--- src/rtl/ca_row_writer.sv ---
// rtl/ca_row_writer.sv - elementary cellular automaton row generator feeding a byte-wide RAM write port
// Optional `CA_WRAP_EN: toroidal row boundary; default treats cells beyond the edges as 0.
module ca_row_writer #(
  parameter int ROW_BYTES = 8,
  parameter int ROWS      = 128,
  parameter int ADDR_W    = 10
) (
  input  logic              clk50,
  input  logic              rst,
  input  logic              start,
  input  logic [7:0]        rule,
  output logic              busy,
  output logic              done,
  output logic              ram_clk,
  output logic              ram_en,
  output logic [ADDR_W-1:0] ram_addr,
  output logic [7:0]        ram_data
);

  localparam int N  = 8 * ROW_BYTES;
  localparam int BW = (ROW_BYTES > 1) ? $clog2(ROW_BYTES) : 1;
  localparam int RW = (ROWS > 1) ? $clog2(ROWS) : 1;

  localparam logic [BW-1:0]     LAST_BYTE = BW'(ROW_BYTES - 1);
  localparam logic [RW-1:0]     LAST_ROW  = RW'(ROWS - 1);
  localparam logic [BW-1:0]     BYTE_ONE  = BW'(1);
  localparam logic [RW-1:0]     ROW_ONE   = RW'(1);
  localparam logic [ADDR_W-1:0] ADDR_ONE  = ADDR_W'(1);
  localparam logic [N-1:0]      SEED      = N'(1) << (N / 2);

  typedef enum logic [1:0] {IDLE, WRITE, STEP} state_t;

  state_t          state;
  logic [7:0]      rule_q;
  logic [N-1:0]    row_q;     // bit c holds cell c
  logic [N-1:0]    row_next;
  logic [N+1:0]    ext;       // ext[c+1] = cell c, with the two boundary cells on the ends
  logic [RW-1:0]   row_idx;
  logic [BW-1:0]   byte_idx;

  assign ram_clk = clk50;

  // Byte k carries cells 8k..8k+7 with the lowest-numbered cell in bit 7.
  function automatic logic [7:0] pick_byte(input logic [N-1:0] r, input logic [BW-1:0] k);
    logic [N-1:0] sh;
    logic [7:0]   b;
    sh = r >> {k, 3'b000};
    for (int j = 0; j < 8; j++) b[7-j] = sh[j];
    return b;
  endfunction

`ifdef CA_WRAP_EN
  assign ext = {row_q[0], row_q, row_q[N-1]};
`else
  assign ext = {1'b0, row_q, 1'b0};
`endif

  always_comb begin
    row_next = '0;
    for (int i = 0; i < N; i++) row_next[i] = rule_q[{ext[i], ext[i+1], ext[i+2]}];
  end

  always_ff @(posedge clk50) begin
    if (rst) begin
      state    <= IDLE;
      busy     <= 1'b0;
      done     <= 1'b0;
      ram_en   <= 1'b0;
      ram_addr <= '0;
      ram_data <= '0;
      row_q    <= '0;
      rule_q   <= '0;
      row_idx  <= '0;
      byte_idx <= '0;
    end else begin
      done <= 1'b0;
      case (state)
        IDLE: begin
          if (start) begin
            rule_q   <= rule;
            row_q    <= SEED;
            row_idx  <= '0;
            byte_idx <= '0;
            ram_addr <= '0;
            ram_data <= pick_byte(SEED, '0);
            ram_en   <= 1'b1;
            busy     <= 1'b1;
            state    <= WRITE;
          end
        end
        WRITE: begin
          if (byte_idx == LAST_BYTE) begin
            ram_en <= 1'b0;
            if (row_idx == LAST_ROW) begin
              busy  <= 1'b0;
              done  <= 1'b1;
              state <= IDLE;
            end else begin
              state <= STEP;
            end
          end else begin
            byte_idx <= byte_idx + BYTE_ONE;
            ram_addr <= ram_addr + ADDR_ONE;
            ram_data <= pick_byte(row_q, byte_idx + BYTE_ONE);
          end
        end
        STEP: begin
          // Rows are contiguous, so the next row's byte 0 follows the last address written.
          row_q    <= row_next;
          row_idx  <= row_idx + ROW_ONE;
          byte_idx <= '0;
          ram_addr <= ram_addr + ADDR_ONE;
          ram_data <= pick_byte(row_next, '0);
          ram_en   <= 1'b1;
          state    <= WRITE;
        end
        default: state <= IDLE;
      endcase
    end
  end

endmodule

--- config.mk ---
export PLATFORM = sky130hd
export DESIGN_NAME = ca_row_writer
export DESIGN_NICKNAME = d
export VERILOG_FILES = /design/src/rtl/ca_row_writer.sv
export SDC_FILE = /design/constraint.sdc
export NUM_CORES = 1
export LEC_CHECK = 0
export ABC_AREA = 1
export CAP_MARGIN = 20
export CORE_MARGIN = 2
export CORE_UTILIZATION = 63
export CTS_CLUSTER_DIAMETER = 80
export CTS_CLUSTER_SIZE = 24
export DETAILED_ROUTE_END_ITERATION = 16
export PLACE_DENSITY = 0.82
export SLEW_MARGIN = 20
export SYNTH_ARGS = -nofsm -noshare
export SYNTH_HDL_FRONTEND = slang
export SYNTH_SLANG_ARGS = --single-unit
--- constraint.sdc ---
create_clock -name clk50 -period 1.95 [get_ports clk50]
set_clock_uncertainty 0.05 [all_clocks]
set_input_delay 0.4875 -clock clk50 [delete_from_list [all_inputs] [get_ports clk50]]
set_output_delay 0.4875 -clock clk50 [all_outputs]
set_load 0.1 [all_outputs]
==> results.md <==
* Drt total wl at 27400 um
* Final Instance Count excl. Fillers at about 1600
* Post-DP HPWL at 17700 um
* Hold_buf cts at 0
* Full die area at 14700 um^2
* TNS Setup at 0 ns
* Flip-flop and latch count after synthesis at approximately 110
* Crit end category: primary output
* Yosys top cell by area: dfxtp_1
* Met2 usage at 57.9%
* Core area at about 13000 um^2
* Cell family with most CP delay: buffers and inverters
* Grt total ovfl at 0
* Synthesized area at 8640 um^2
* First-pass GRT wire length at 44300 um
* Worst Hold Class: reg2reg
* Site Rows at 42
* Worst stage delay on the critical path at 0.17 ns
* Drc violations at 0
* Layout Utilization at roughly 74%
* Avg Synthesized Cell Area at 5.90 um^2
* Global Route met3 Usage at 5.83%
* Post-synth top area share at approximately a quarter
* Die W at 121 um
* Fin. Hold Viols at 0
* Pint at 7.18 mW
* GRT Max-Usage Layer: met2
* Met1 Use GR at 49.9%
* Final setup violation count at 0
* Synth Flop Type: dfxtp_1
* Syn Inst Count at 1465
* Peak VDD IR at between 1.5 and 2 mV
* Number of port buffers at 32
* Initial Util at 65.0%
* Post-Syn Nets at 1484
* WP data required at ~1.4 ns
* CP cell instances: clkbuf_16 > clkbuf_16 > buf_6
* Net Sw Frac at 53.1%
* # placed instances at 1612
* Relative max-transition margin at 50.6%
* Seq/Total Area, Yosys at 24.3%
* Nets at 1469
* Max Cap Violations at 0
* Synth cell count leaders: nand2_1 (456), nand3_1 (204), a21oi_1 (171), o21ai_0 (134), dfxtp_1 (105)
* Total chip power at 15.3 mW
* YS warnings at 0
* Initial antenna violation count at 0
* Setup bufs post-CTS at 0
* P_sw at 8.12 mW
* Power share of the combinational group at 59.3%
* Largest net degree at the start of global routing at between 50 and 60
* Top cells by area, synth: dfxtp_1 (24%), nand2_1 (20%), nand3_1 (12%)
* Synth-to-layout area growth at 13.2%
* CP Buf/Inv Count at 3
* Worst-skew pair later-pin latency at roughly 0.47 ns
* Setup CP Type: clk2out
* Arr. time, crit path at about 1.4 ns
* Hold slack at 0.418 ns
* Via count at 10400
* GRT Overall Usage at 37.2%
* Status: completed
* Crit path launch type: clock port
* Sequential share of power at 24.1%
* Clock Power Share at 16.6%
* Layout cells sized above 1 at 10.0%
* Starting DRT DRC Count at between 1000 and 1500
* Count leader, synth: nand2_1
* Slowest CP cell: buf_6
* Routability cong. at 0.947
* Lkg Pwr at roughly 3.6 nW
* Routed WL per cell at 16.8 um
* Vias per cell at 6.35
* Post-synth EDFFs at 0
* RSZ-0062 raised after global routing: no
* Netlist cell types at 34
* Drt pass-1 iters at 7
* Max Slew Vio Count at 0
* Worst-path clk slew at 0.07 ns
* Ant. Diodes at 0
* CTS tree: yes
* Antenna-violating nets left at 0
* Die H at ~120 um
* IO Count at 33
* Pwr/cell area at 1570 nW/um^2
* Actual slew at the worst max-slew pin at ~0.74 ns
* CP dominant cell by count: clkbuf_16
* Number of global-route vias before repair at 9186
* Worst Path Max Fanout at 2
* Asr flop ratio synth at 0%
## tightest hold or removal path, delay by kind of cell, from the launching register on
family	cells	cell delay (ns)
flops	1	0.32
compound gates	1	0.05
simple gates	1	0.06
## layout by cell type, fill, tap and decap left out, types with 2 or more instances in the layout
| cell type | count |
|---|---|
| inv_1 | 73 |
| nand3_1 | 204 |
| buf_12 | 30 |
| buf_4 | 43 |
| clkdlybuf4s50_1 | 10 |
| inv_2 | 8 |
| a221oi_2 | 26 |
| nor3_1 | 7 |
| nor2_4 | 2 |
| and3_1 | 2 |
| o31ai_1 | 17 |
| nand2_1 | 456 |
| clkinvlp_4 | 3 |
| dfxtp_2 | 6 |
| a21oi_1 | 171 |
| o21ai_1 | 2 |
| clkbuf_16 | 12 |
| o21ai_0 | 133 |
| o31ai_2 | 8 |
| bufinv_16 | 2 |
| a221oi_1 | 2 |
| dfxtp_1 | 99 |
| nor3b_1 | 3 |
| clkinv_1 | 27 |
| o211ai_1 | 12 |
| ha_1 | 7 |
| nand4_1 | 30 |
| nor2_1 | 48 |
## routing by layer
layer | wire length, um | vias up
li1 | - | 4966
met1 | 11600 | 4678
met2 | 12300 | 641
met3 | 2660 | 73
met4 | 853 | 0
met5 | 0 | -
## flip-flops by register name, summed over array words and instances (netlist names)
register and cells:
done 1, state 2, ram_en 1, busy 1, rule_q 8, byte_idx 3, ram_addr 10, ram_data 8
row_idx 7, row_q 64
## cell type report
cell class                      instances  area (um^2)
Multi-Input combinational cell       1139         5610
Inverter                              108          405
Clock inverter                          6         91.3
Timing Repair Buffer                   83         1020
Sequential cell                       105         2110
Clock buffer                           14          315
Tap cell                              176          220
Fill cell                            1134         3520
## cells by family (layout without fill, tap and decap cells)
family          after synthesis  count (layout)  synth area share, %
xor+xnor                      1               1                0.101
buf+inv                     221             211                 11.2
compound gates              376             376                 26.1
fa+ha+maj                     8               8                 1.16
flops                       105             105                 24.3
simple gates                754             754                 37.1
## path summary, 6_finish.rpt
kind               start          end  slack, ns  cells past startpoint
min reg2reg  byte_idx[1]  byte_idx[1]       0.42                      2
max reg2reg  byte_idx[0]  ram_data[0]       0.11                     11
max                clk50      ram_clk       0.02                      3
min          byte_idx[1]  byte_idx[1]       0.42                      2
## timing repair
item                       in CTS  in global routing
gates cloned                    0                  0
pin swaps                       0                  1
setup endpoints to repair       1                 38
gates resized for setup         7                 11
## through the flow
stage / worst slack (ns) / cell area [um^2]
final: 0.0152 / 9780
after global routing: 0.0103 / 9780
after CTS: 0.0120 / 9730
after detailed placement: -0.502 / 9340
after global placement: -0.502 / 9340
after floorplan: 0.0971 / 8640
## power by group through the flow
| stage | clock network [mW] | registers, mW | logic, mW |
|---|---|---|---|
| 3_3_place_gp | 0.201 | 3.65 | 8.59 |
| 2_1_floorplan | 0.194 | 3.40 | 6.59 |
| 6_report | 2.53 | 3.69 | 9.08 |
| 3_5_place_dp | 0.201 | 3.68 | 8.75 |
| 5_1_grt | 2.62 | 3.78 | 9.89 |
| 4_1_cts | 2.55 | 3.63 | 8.82 |
Note: power is estimated with default switching activity, not from simulation.
